**src/rtl/instr_fetch_unit.sv**
```systemverilog
// Instruction-issue stage feeding the AND/ADD/FETCH pipe.
// Holds a loadable instruction memory, a program counter and a run-control FSM.
// A FETCH that reads a location written by either of the two previously issued
// instructions is held back with bubbles, because the downstream pipe has no forwarding.
//
// Ports:
//   clk, rst            clock; asynchronous active-high reset
//   load_en/addr/data   memory write port, honoured outside RUN
//   start               single-cycle pulse, runs the program from address 0
//   instr, instr_valid  registered issue word and its real-instruction flag
//   pc                  address of the next word to be examined
//   busy, done, stall   RUN state, DONE state, hazard bubble being issued
module instr_fetch_unit #(
    parameter int unsigned DEPTH   = 16,
    parameter int unsigned AW      = 4,
    parameter logic [7:0]  HALT_OP = 8'hFF,
    parameter logic [31:0] BUBBLE  = 32'h0300_0000
) (
    input  logic          clk,
    input  logic          rst,
    input  logic          load_en,
    input  logic [AW-1:0] load_addr,
    input  logic [31:0]   load_data,
    input  logic          start,
    output logic [31:0]   instr,
    output logic          instr_valid,
    output logic [AW-1:0] pc,
    output logic          busy,
    output logic          done,
    output logic          stall
);

    localparam logic [7:0] OP_FETCH = 8'd2;

    typedef enum logic [1:0] {StIdle, StRun, StDone} state_e;

    state_e        state_q, state_d;
    logic [AW-1:0] pc_q, pc_d;
    logic [31:0]   instr_q, instr_d;
    logic          instr_valid_q, instr_valid_d;
    logic          stall_q, stall_d;
    logic          hist0_vld_q, hist0_vld_d;
    logic          hist1_vld_q, hist1_vld_d;
    logic [7:0]    hist0_dst_q, hist0_dst_d;
    logic [7:0]    hist1_dst_q, hist1_dst_d;
    // Word at address 0 captured at the start edge, so a load to address 0 in the
    // same cycle as start does not change the first instruction executed.
    logic          first_q, first_d;
    logic [31:0]   first_word_q, first_word_d;

    logic [31:0]   mem [DEPTH];
    logic [31:0]   word;
    logic          hazard;
    logic          unused_bits;

    assign unused_bits = ^word[15:8];

    always_ff @(posedge clk) begin
        if (load_en && (state_q != StRun)) begin
            mem[load_addr] <= load_data;
        end
    end

    always_comb begin
        word   = first_q ? first_word_q : mem[pc_q];
        hazard = (word[31:24] == OP_FETCH) &&
                 ((hist0_vld_q && (word[7:0] == hist0_dst_q)) ||
                  (hist1_vld_q && (word[7:0] == hist1_dst_q)));
    end

    always_comb begin
        state_d       = state_q;
        pc_d          = pc_q;
        instr_d       = BUBBLE;
        instr_valid_d = 1'b0;
        stall_d       = 1'b0;
        hist0_vld_d   = hist0_vld_q;
        hist0_dst_d   = hist0_dst_q;
        hist1_vld_d   = hist1_vld_q;
        hist1_dst_d   = hist1_dst_q;
        first_d       = 1'b0;
        first_word_d  = first_word_q;

        unique case (state_q)
            StIdle, StDone: begin
                if (start) begin
                    state_d      = StRun;
                    pc_d         = '0;
                    hist0_vld_d  = 1'b0;
                    hist1_vld_d  = 1'b0;
                    first_d      = 1'b1;
                    first_word_d = mem[0];
                end
            end
            StRun: begin
                // History shifts every RUN cycle; bubbles enter as invalid entries.
                hist1_vld_d = hist0_vld_q;
                hist1_dst_d = hist0_dst_q;
                hist0_vld_d = 1'b0;
                if (word[31:24] == HALT_OP) begin
                    state_d = StDone;
                end else if (hazard) begin
                    stall_d = 1'b1;
                end else begin
                    instr_d       = word;
                    instr_valid_d = 1'b1;
                    hist0_vld_d   = 1'b1;
                    hist0_dst_d   = word[23:16];
                    pc_d          = pc_q + AW'(1);  // wraps to 0 after the last word
                    if (pc_q == AW'(DEPTH - 1)) begin
                        state_d = StDone;
                    end
                end
            end
            default: state_d = StIdle;
        endcase
    end

    always_ff @(posedge clk or posedge rst) begin
        if (rst) begin
            state_q       <= StIdle;
            pc_q          <= '0;
            instr_q       <= BUBBLE;
            instr_valid_q <= 1'b0;
            stall_q       <= 1'b0;
            hist0_vld_q   <= 1'b0;
            hist0_dst_q   <= '0;
            hist1_vld_q   <= 1'b0;
            hist1_dst_q   <= '0;
            first_q       <= 1'b0;
            first_word_q  <= BUBBLE;
        end else begin
            state_q       <= state_d;
            pc_q          <= pc_d;
            instr_q       <= instr_d;
            instr_valid_q <= instr_valid_d;
            stall_q       <= stall_d;
            hist0_vld_q   <= hist0_vld_d;
            hist0_dst_q   <= hist0_dst_d;
            hist1_vld_q   <= hist1_vld_d;
            hist1_dst_q   <= hist1_dst_d;
            first_q       <= first_d;
            first_word_q  <= first_word_d;
        end
    end

    assign instr       = instr_q;
    assign instr_valid = instr_valid_q;
    assign stall       = stall_q;
    assign pc          = pc_q;
    assign busy        = (state_q == StRun);
    assign done        = (state_q == StDone);

endmodule

```
**config.mk**
```make
export PLATFORM = sky130hd
export DESIGN_NAME = instr_fetch_unit
export DESIGN_NICKNAME = d
export VERILOG_FILES = /design/src/rtl/instr_fetch_unit.sv
export SDC_FILE = /design/constraint.sdc
export NUM_CORES = 1
export LEC_CHECK = 0
export ABC_AREA = 1
export CAP_MARGIN = 40
export CORE_ASPECT_RATIO = 1.1
export CORE_MARGIN = 10
export CORE_UTILIZATION = 30
export CTS_BUF_LIST = sky130_fd_sc_hd__clkbuf_4 sky130_fd_sc_hd__clkbuf_8
export CTS_CLUSTER_SIZE = 8
export DETAILED_ROUTE_END_ITERATION = 7
export PLACE_DENSITY = 0.46
export SYNTH_ARGS = -nofsm -noshare
export SYNTH_HDL_FRONTEND = slang
export SYNTH_SLANG_ARGS = --single-unit
```
**constraint.sdc**
```tcl
create_clock -name clk -period 8.9 [get_ports clk]
set_input_delay 1.78 -clock clk [delete_from_list [all_inputs] [get_ports clk]]
set_output_delay 1.78 -clock clk [all_outputs]
set_load 0.03 [all_outputs]
```
**Word-level counts from Yosys, hierarchy flattened**

Memories as Yosys holds them, arrays and structs flattened. A register that Yosys moved wholly into a read port is not among the register bits.
Index checks and enable logic that the tools add are counted.

- Add/sub/neg operators: 1
- Equal/unequal tests: 13
- Mux-type cells: 26
- Bitwise logic cells: 2
- Reductions and logical operators: 13

Operator list:

| cell | count |
|---|---|
| 32-bit two-way mux | 4 |
| 8-bit == test | 2 |
| 4-bit two-way mux | 3 |
| 1-bit two-way mux | 11 |
| 8-bit by 2-bit == test with 1-bit output, second input constant | 1 |
| 8-bit == test, second input constant | 1 |
| 2-bit two-way mux | 4 |
| 4-bit one-hot mux with 2 select lines | 1 |
| 2-bit inequality test, second input constant | 3 |
| 3-bit AND reduction | 2 |
| 4-bit by 1-bit adder with 4-bit output, second input constant | 1 |
| 4-bit == test, second input constant | 1 |
| 1-bit logical AND | 4 |
| 1-bit one-hot mux with 2 select lines | 2 |
| 2-bit one-hot mux with 2 select lines | 1 |
| 2-bit AND reduction | 2 |
| 4-bit AND reduction | 1 |
| 3-bit by 1-bit inequality test with 1-bit output, second input constant | 1 |
| 3-bit by 2-bit inequality test with 1-bit output, second input constant | 1 |
| 2-bit by 1-bit == test with 1-bit output, second input constant | 1 |
| 2-bit == test, second input constant | 1 |
| 2-bit logical NOT | 1 |
| 2-bit by 1-bit inequality test with 1-bit output, second input constant | 1 |
| 1-bit inverter | 2 |
| 3 further kinds | 3 |

- Register bits: 59
- Memory bits (writable): 512
- Bits of input ports: 40
- Output and inout port bits: 40
- Word-level logic and storage cells: 66
- Memories kept: 1

Memories:

| memory | words | width | read ports | clocked after memory_dff | wr ports | line | RTL |
|---|---|---|---|---|---|---|---|
| mem | 16 | 32 | 2 | 1 | 1 | 51 | `logic [31:0] mem [DEPTH];` |

**Logic depth before layout (Yosys ltp)**

Gate-level depths: netlist of the first run.
An unclocked memory read counts as a cell.

- Depth after elaboration: 9
- Mapped depth: 21
- Gate-level depth less buffers: 20

**Worst setup path before layout of the first run**

OpenSTA, ideal clock, no wires.

- Path kind: input port to flip-flop
- From: input load_en
- To: memory mem[0][0] (enable)
- Setup time: 0.421 ns
- Arrival: 3.510 ns
- Data required time: 8.479 ns
- Setup slack: 4.968 ns
- Stages on the path: 4
- Path buffers: 0
- Path through: inv_1 nor2_1 nand3_1 nor2_1

- Cells in the longest elaborated chain, start to end: 3

Ends and longest elaborated chain:

| what | line | RTL |
|---|---|---|
| start, declared | 21 | `input logic load_en,` |
| 1-bit logical AND | 59 | `if (load_en && (state_q != StRun)) begin` |
| 1-bit two-way mux | 59 |  |
| 1-bit two-way mux (implied by the code) | 60 | `mem[load_addr] <= load_data;` |
| end, declared | 51 |  |

No other way between the ends.

**Worst setup path in the final report of the first run**

- From: register pc_q[0], in the netlist pc[0]
- To: register pc_q[0], in the netlist pc[0]

- Cells in the longest elaborated chain, start to end: 8
- Elaborated cells between the ends (all ways): 17
- Classes of those cells: 1 x add/sub; 6 x eq/ne; 4 x mux; 5 x reduce/logical; 1 x memory

Ends and longest elaborated chain:

| what | line | RTL |
|---|---|---|
| start, declared | 38 | `logic [AW-1:0] pc_q, pc_d;` |
| start signal, assigned | 134 | `pc_q <= pc_d;` |
| memory 16 x 32 bit | -- |  |
| 32-bit two-way mux | 65 | `word = first_q ? first_word_q : mem[pc_q];` |
| 8-bit == test, on equally long branches | 67, 68 |  |
| 1-bit logical AND, on equally long branches | 67, 68 |  |
| 1-bit logical OR | 67 | `((hist0_vld_q && (word[7:0] == hist0_dst_q)) \|\|` |
| 1-bit logical AND | 66 | `hazard = (word[31:24] == OP_FETCH) &&` |
| 2-bit inequality test (no source line) | -- |  |
| 4-bit AND reduction (no source line) | -- |  |

Parallel ways exist; a longest one is shown, timed or not. The select of a mux whose other input is x is not followed.
A chain may end at the register's enable or synchronous reset.

==> impl_metrics.env, run 1 <==
export IMPL_status="finished, final reports clean"
export IMPL_p_per_area_nw_per_um2=295
export IMPL_power_leakage_nw=10.2
export IMPL_hold_start="first_word_q[15]"
export IMPL_syn_area_per_cell_um2=12.1
export IMPL_max_vdd_ir_drop_mv=0.167
export IMPL_routed_wl_um=72500
export IMPL_die_area_um2=91900
export IMPL_layout_nets=2128
export IMPL_cap_violations=0
export IMPL_worstReg2RegEnd="pc[0]"
export IMPL_syn_inst=1991
export IMPL_synthTopCellsByArea="edfxtp_1 (64%), dfrtp_1 (9.1%), nand2_1 (6.1%)"
export IMPL_start_kind="register"
export IMPL_grt_max_degree=87
export IMPL_yosys_cell_count_top_type="edfxtp_1"
export IMPL_arrival_ns=5.52
export IMPL_slew_limit_headroom=0.408
export IMPL_ctsHoldBuffers=0
export IMPL_routedWlPerCell_um=22.5
export IMPL_start_util=0.304
export IMPL_ant_nets=0
export IMPL_dpl_hpwl_um=37700
export IMPL_drc=0
export IMPL_place_area_um2=26000
export IMPL_tns_ns=0
export IMPL_cp_max_fo=81
export IMPL_ys_ff_latch=603
export IMPL_fmax_mhz=202
export IMPL_die_x_um=290
export IMPL_period_minus_slack_ns=4.95
export IMPL_drive_above_1_share=0.121
export IMPL_synth_fp_nets=2032
export IMPL_r2r_start="pc[0]"
export IMPL_worstSkewPairLatency_ns=0.71
export IMPL_cts_sinks=603
export IMPL_holdPathStages=2
export IMPL_syn_to_final_growth_pct=16.9
export IMPL_clk_pin_slew_worst_paths_ns=0.06
export IMPL_synth_largest_area_cell="edfxtp_1"
export IMPL_syn_cell_area_um2=24100
export IMPL_placementRows=108
export IMPL_synth_top_cell_area_share=0.639
export IMPL_numCtsBuffers=98
export IMPL_gr_usage_all_layers=0.154
export IMPL_gp_congestion=0.771
export IMPL_htree_levels=3
export IMPL_finClkSkew_ns=0.0347
export IMPL_cts_resized=0
export IMPL_cts_tree="yes"
export IMPL_post_route_period_util=0.556
export IMPL_yosysUniqueCellTypes=37
export IMPL_grt_pass1_wl_um=106000
export IMPL_finalHoldViolations=0
export IMPL_synth_seq_area_share=0.734
export IMPL_async_reset_ff_frac=0.151
export IMPL_antenna_found_initial=3
export IMPL_grt_pass1_vias=15700
export IMPL_drt_iter0_drc=1288
export IMPL_drv_slew=0
export IMPL_worstPathRequired_ns=9.48
export IMPL_ff2ff_setup_slack_ns=3.95
export IMPL_cts_root_buffer="clkbuf_8"
export IMPL_min_path_type="register to register"
export IMPL_cts_setup_buffers=0
export IMPL_rsz0062_at_grt="false"
export IMPL_power_mw=8.28
export IMPL_cp_end_kind="register"
export IMPL_vias_per_cell=4.88
export IMPL_io_pins=80
export IMPL_timing_setup_critical_path_class="register to register"
export IMPL_core_um2=79200
export IMPL_via_count=15700
export IMPL_reg2reg_depth=19
export IMPL_synth_edff_count=512
export IMPL_setup_viol_count_final=0
export IMPL_die_h_um=317
export IMPL_clock_tree_buffer_depth=3
export IMPL_ys_warn_count=0
export IMPL_ys_flop_type="edfxtp_1"
export IMPL_port_buffer_count=79
export IMPL_hold_end="first_word_q[15]"
export IMPL_worst_pin_slew_ns=0.888
export IMPL_firstDrtPassIters=5
export IMPL_fin_area_um2=28100
export IMPL_overflow=0
export IMPL_synth_common_cells="edfxtp_1 (512), nand2_1 (389), nor2_1 (211), o21ai_0 (190), nand3_1 (116)"
-- worst max-delay path, stage by stage (launching register included) --
cell	delay [ns]
dfrtp_4	0.81
buf_4	0.80
buf_4	0.75
nand2_1	0.11
o21ai_0	0.11
nand2_1	0.07
nand3_1	0.09
nand3_1	0.10
nand2_1	0.10
nand2_1	0.13
a21oi_1	0.17
nand2_1	0.06
nor2_1	0.13
nand3_1	0.08
nand2_1	0.08
nand2_2	0.09
nand2_4	0.58
nand2_1	0.23
nand2_1	0.13
nand2_1	0.08
-- through the flow --
| stage | cells | hold WS [ns] | setup WS [ns] | utilization |
|---|---|---|---|---|
| 2_1_floorplan | 1991 | 0.437 | 4.76 | - |
| 5_1_grt | 3219 | 0.507 | 3.52 | 0.355 |
| 3_3_place_gp | 3030 | 0.463 | 4.04 | 0.328 |
| 3_5_place_dp | 3032 | 0.458 | 4.03 | 0.328 |
| 6_report | 3219 | 0.469 | 3.95 | 0.355 |
| 4_1_cts | 3217 | 0.472 | 3.98 | 0.355 |
-- flip-flops by register name, indices dropped and copies added, names as in the netlist --
signal / cells
mem: 512
state_q: 2
hist0_vld_q: 1
instr: 32
stall: 1
hist1_dst_q: 8
hist1_vld_q: 1
first_word_q: 32
instr_valid: 1
first_q: 1
pc: 4
hist0_dst_q: 8
-- layer usage --
| metal | global-route usage | vias up | wire length [um] |
|---|---|---|---|
| li1 | - | 7256 | - |
| met1 | 0.202 | 7916 | 32500 |
| met2 | 0.250 | 433 | 34000 |
| met3 | 0.0314 | 102 | 4160 |
| met4 | 0.0566 | 2 | 1720 |
| met5 | 0 | - | 17 |
-- placed cells by master (no fill, tap or decap), drive strengths merged, types with 36 or more instances in the layout --
cell type	instances
buf	36
edfxtp	512
nor2	213
inv	100
clkbuf	164
dfrtp	87
clkdlybuf4s50	79
nand2	392
nand3	120
a21oi	109
o21ai	225
-- final cells by class --
| type | instances | area, um^2 |
|---|---|---|
| fillers | 7820 | 51100 |
| flip-flops and latches | 603 | 17700 |
| multi-input cells | 1170 | 5550 |
| clock buffers | 164 | 1970 |
| well taps | 1045 | 1310 |
| repair buffers | 115 | 1090 |
| inverters | 99 | 382 |
| clock inverters | 21 | 136 |
| diodes | 2 | 5.00 |
-- power breakdown --
group	leakage [nW]	internal [mW]	switching, mW
Clock	1.13	1.42	1.12
Sequential	5.76	3.30	0.195
Combinational	3.30	0.677	1.57
Total	10.2	5.40	2.88
-- how the worst max path moves through the flow --
stage	from	end	slack, ns	depth (start not counted)
floorplan	rst	first_q	4.76	1
global placement	pc[0]	pc[0]	4.04	21
detailed placement	pc[0]	pc[0]	4.03	21
CTS	pc[0]	pc[0]	3.98	2
global route	pc[0]	pc[0]	3.52	19
finish	pc[0]	pc[0]	3.95	19
-- cell families after synthesis --
group                      share of synthesized area
adders and majority gates                   0.000520
buffers and inverters                         0.0400
and+or+nand+nor                                0.124
DFF                                            0.734
xor gates and xnor gates                     0.00109
AOI/OAI and AO/OA                             0.0999
Power figures use the tool's default switching activity.
==> run 2, diff against run 1 <==
==> constraint.sdc (replaced) <==
create_clock -name clk -period 4.7 [get_ports clk]
set_input_delay 0.94 -clock clk [delete_from_list [all_inputs] [get_ports clk]]
set_output_delay 0.94 -clock clk [all_outputs]
set_load 0.03 [all_outputs]
==> impl_metrics.env, run 2 (same netlist as run 1, synthesis figures left out) <==
export IMPL_holdPathStages=2
export IMPL_seqPwrFrac=0.417
export IMPL_setup_viol_count_final=0
export IMPL_layout_commonest_cell="edfxtp_1"
export IMPL_worstSkewPairLatency_ns=0.70
export IMPL_grt_pass1_vias=15800
export IMPL_via_count=15800
export IMPL_hold_start="first_word_q[15]"
export IMPL_layout_nets=2133
export IMPL_post_route_period_util=0.791
export IMPL_arrival_ns=4.34
export IMPL_placementRows=108
export IMPL_p_per_area_nw_per_um2=558
export IMPL_crit_slowest_cell="dfrtp_1"
export IMPL_p_int_mw=10.3
export IMPL_finalHoldViolations=0
export IMPL_grt_pass1_wl_um=105000
export IMPL_slew_limit_headroom=0.307
export IMPL_cts_tree="yes"
export IMPL_rsz0062_at_grt="false"
export IMPL_gp_congestion=0.778
export IMPL_cts_resized=0
export IMPL_worst_pin_slew_ns=1.03
export IMPL_htree_levels=3
export IMPL_cap_violations=0
export IMPL_utilization=0.356
export IMPL_dpl_hpwl_um=37200
export IMPL_cp_end_kind="register"
export IMPL_vias_per_cell=4.90
export IMPL_die_x_um=290
export IMPL_start_util=0.304
export IMPL_drv_slew=0
export IMPL_drc=0
export IMPL_drt_iter0_drc=1245
export IMPL_cp_max_fo=40
export IMPL_layout_common_cells="edfxtp_1 (512), nand2_1 (389), nor2_1 (195)"
export IMPL_worstPathRequired_ns=5.32
export IMPL_worstReg2RegEnd="hist0_dst_q[3]"
export IMPL_core_um2=79200
export IMPL_tns_ns=0
export IMPL_cpPeakStageDelay_ns=0.89
export IMPL_clock_tree_buffer_depth=3
export IMPL_io_pins=80
export IMPL_switching_power_mw=5.43
export IMPL_cts_setup_buffers=0
export IMPL_clk_pin_slew_worst_paths_ns=0.06
export IMPL_grt_max_degree=164
export IMPL_multi_input_comb_area_um2=5550
export IMPL_port_buffer_count=79
export IMPL_overflow=0
export IMPL_r2r_start="first_q"
export IMPL_timing_setup_critical_path_class="register to register"
export IMPL_reg2reg_depth=15
export IMPL_drive_above_1_share=0.122
export IMPL_numCtsBuffers=98
export IMPL_status="finished, final reports clean"
export IMPL_start_kind="register"
export IMPL_p_comb_frac=0.278
export IMPL_die_h_um=317
export IMPL_crit_top_cell="nand2_1"
export IMPL_p_sw_frac=0.345
export IMPL_seqCellArea_um2=17700
export IMPL_gr_usage_all_layers=0.152
export IMPL_ctsHoldBuffers=0
export IMPL_fill_cells=7806
export IMPL_cts_root_buffer="clkbuf_8"
export IMPL_ant_nets=0
export IMPL_ff2ff_setup_slack_ns=0.98
export IMPL_largest_reg_flops=512
export IMPL_routedWlPerCell_um=22.2
export IMPL_routed_wl_um=71300
export IMPL_firstDrtPassIters=5
export IMPL_p_clk_frac=0.304
export IMPL_finClkSkew_ns=0.0319
export IMPL_antenna_found_initial=2
export IMPL_max_vdd_ir_drop_mv=0.398
export IMPL_cts_sinks=603
export IMPL_fmax_mhz=269
export IMPL_syn_to_final_growth_pct=17.3
export IMPL_cp_cell_sequence="inv_2 -> buf_12 -> or2_2 -> nand2_1 -> inv_1 -> nand2_1 -> o21ai_1 -> nor2_1 -> nand3_1 -> nand2_1 -> nand2_2 -> nand2_4 -> buf_4 -> nand2_1 -> o21ai_1"
export IMPL_hold_end="first_word_q[15]"
export IMPL_die_area_um2=91900
export IMPL_regMostFlops="mem"
export IMPL_min_path_type="register to register"
export IMPL_power_leakage_nw=10.2
export IMPL_period_minus_slack_ns=3.72
run 2: cell count changes in the layout (fill, tap and decap cells not counted):
cell	delta
clkbuf_8	-5
clkbuf_4	-1
clkinv_1	-2
buf_12	+6
inv_6	+1
bufinv_16	+2
clkinv_2	+1
inv_8	-1
clkinvlp_4	+1
buf_4	-1
run 2: how the worst max path moves through the flow:
stage,from,slack [ns],end,cells past startpoint
floorplan,rst,1.40,first_q,1
global placement,pc[1],1.04,hist0_dst_q[3],18
detailed placement,first_q,1.02,hist0_dst_q[2],15
CTS,first_q,0.99,hist0_dst_q[2],15
global route,pc[1],0.66,hist0_dst_q[2],19
finish,first_q,0.98,hist0_dst_q[3],15
run 2: final cells by class:
cell class,instances,share of cell area
Clock buffer,158,0.0671
Sequential cell,603,0.626
Antenna cell,2,0.000177
Clock inverter,23,0.00705
Tap cell,1045,0.0463
Inverter,99,0.0135
Multi-Input combinational cell,1170,0.197
Timing Repair Buffer,120,0.0428
run 2: critical path: cells and delay by family, from the launching register on:
| kind | cells | cell delay [ns] |
|---|---|---|
| compound gates | 2 | 0.12 |
| buf+inv | 4 | 1.17 |
| simple gates | 9 | 1.44 |
| flops | 1 | 0.89 |
run 2: per-layer routing:
layer / track usage / vias to the layer above / wire length [um]
li1: - / 7265 / -
met1: 0.202 / 7960 / 31900
met2: 0.252 / 435 / 33800
met3: 0.0250 / 102 / 3980
met4: 0.0522 / 0 / 1670
met5: 0 / - / 0
run 2: power by group through the flow:
stage | Sequential [mW] | Clock, mW | Combinational [mW]
finish | 6.56 | 4.79 | 4.38
global route | 6.61 | 5.15 | 4.91
CTS | 6.57 | 4.92 | 4.43
detailed placement | 6.67 | 0 | 4.41
global placement | 6.67 | 0 | 4.37
floorplan | 6.71 | 0 | 2.76
run 2: per-stage QoR:
stage          setup slack (ns)  hold WS (ns)  power [mW]  instance area [um^2]  std cells
3_5_place_dp               1.02         0.463        11.1                 26100       3037
5_1_grt                   0.661         0.504        16.7                 28200       3219
6_report                  0.980         0.471        15.7                 28200       3220
3_3_place_gp               1.04         0.461        11.0                 26100       3036
2_1_floorplan              1.40         0.437        9.47                 24100       1991
4_1_cts                   0.989         0.476        15.9                 28200       3218
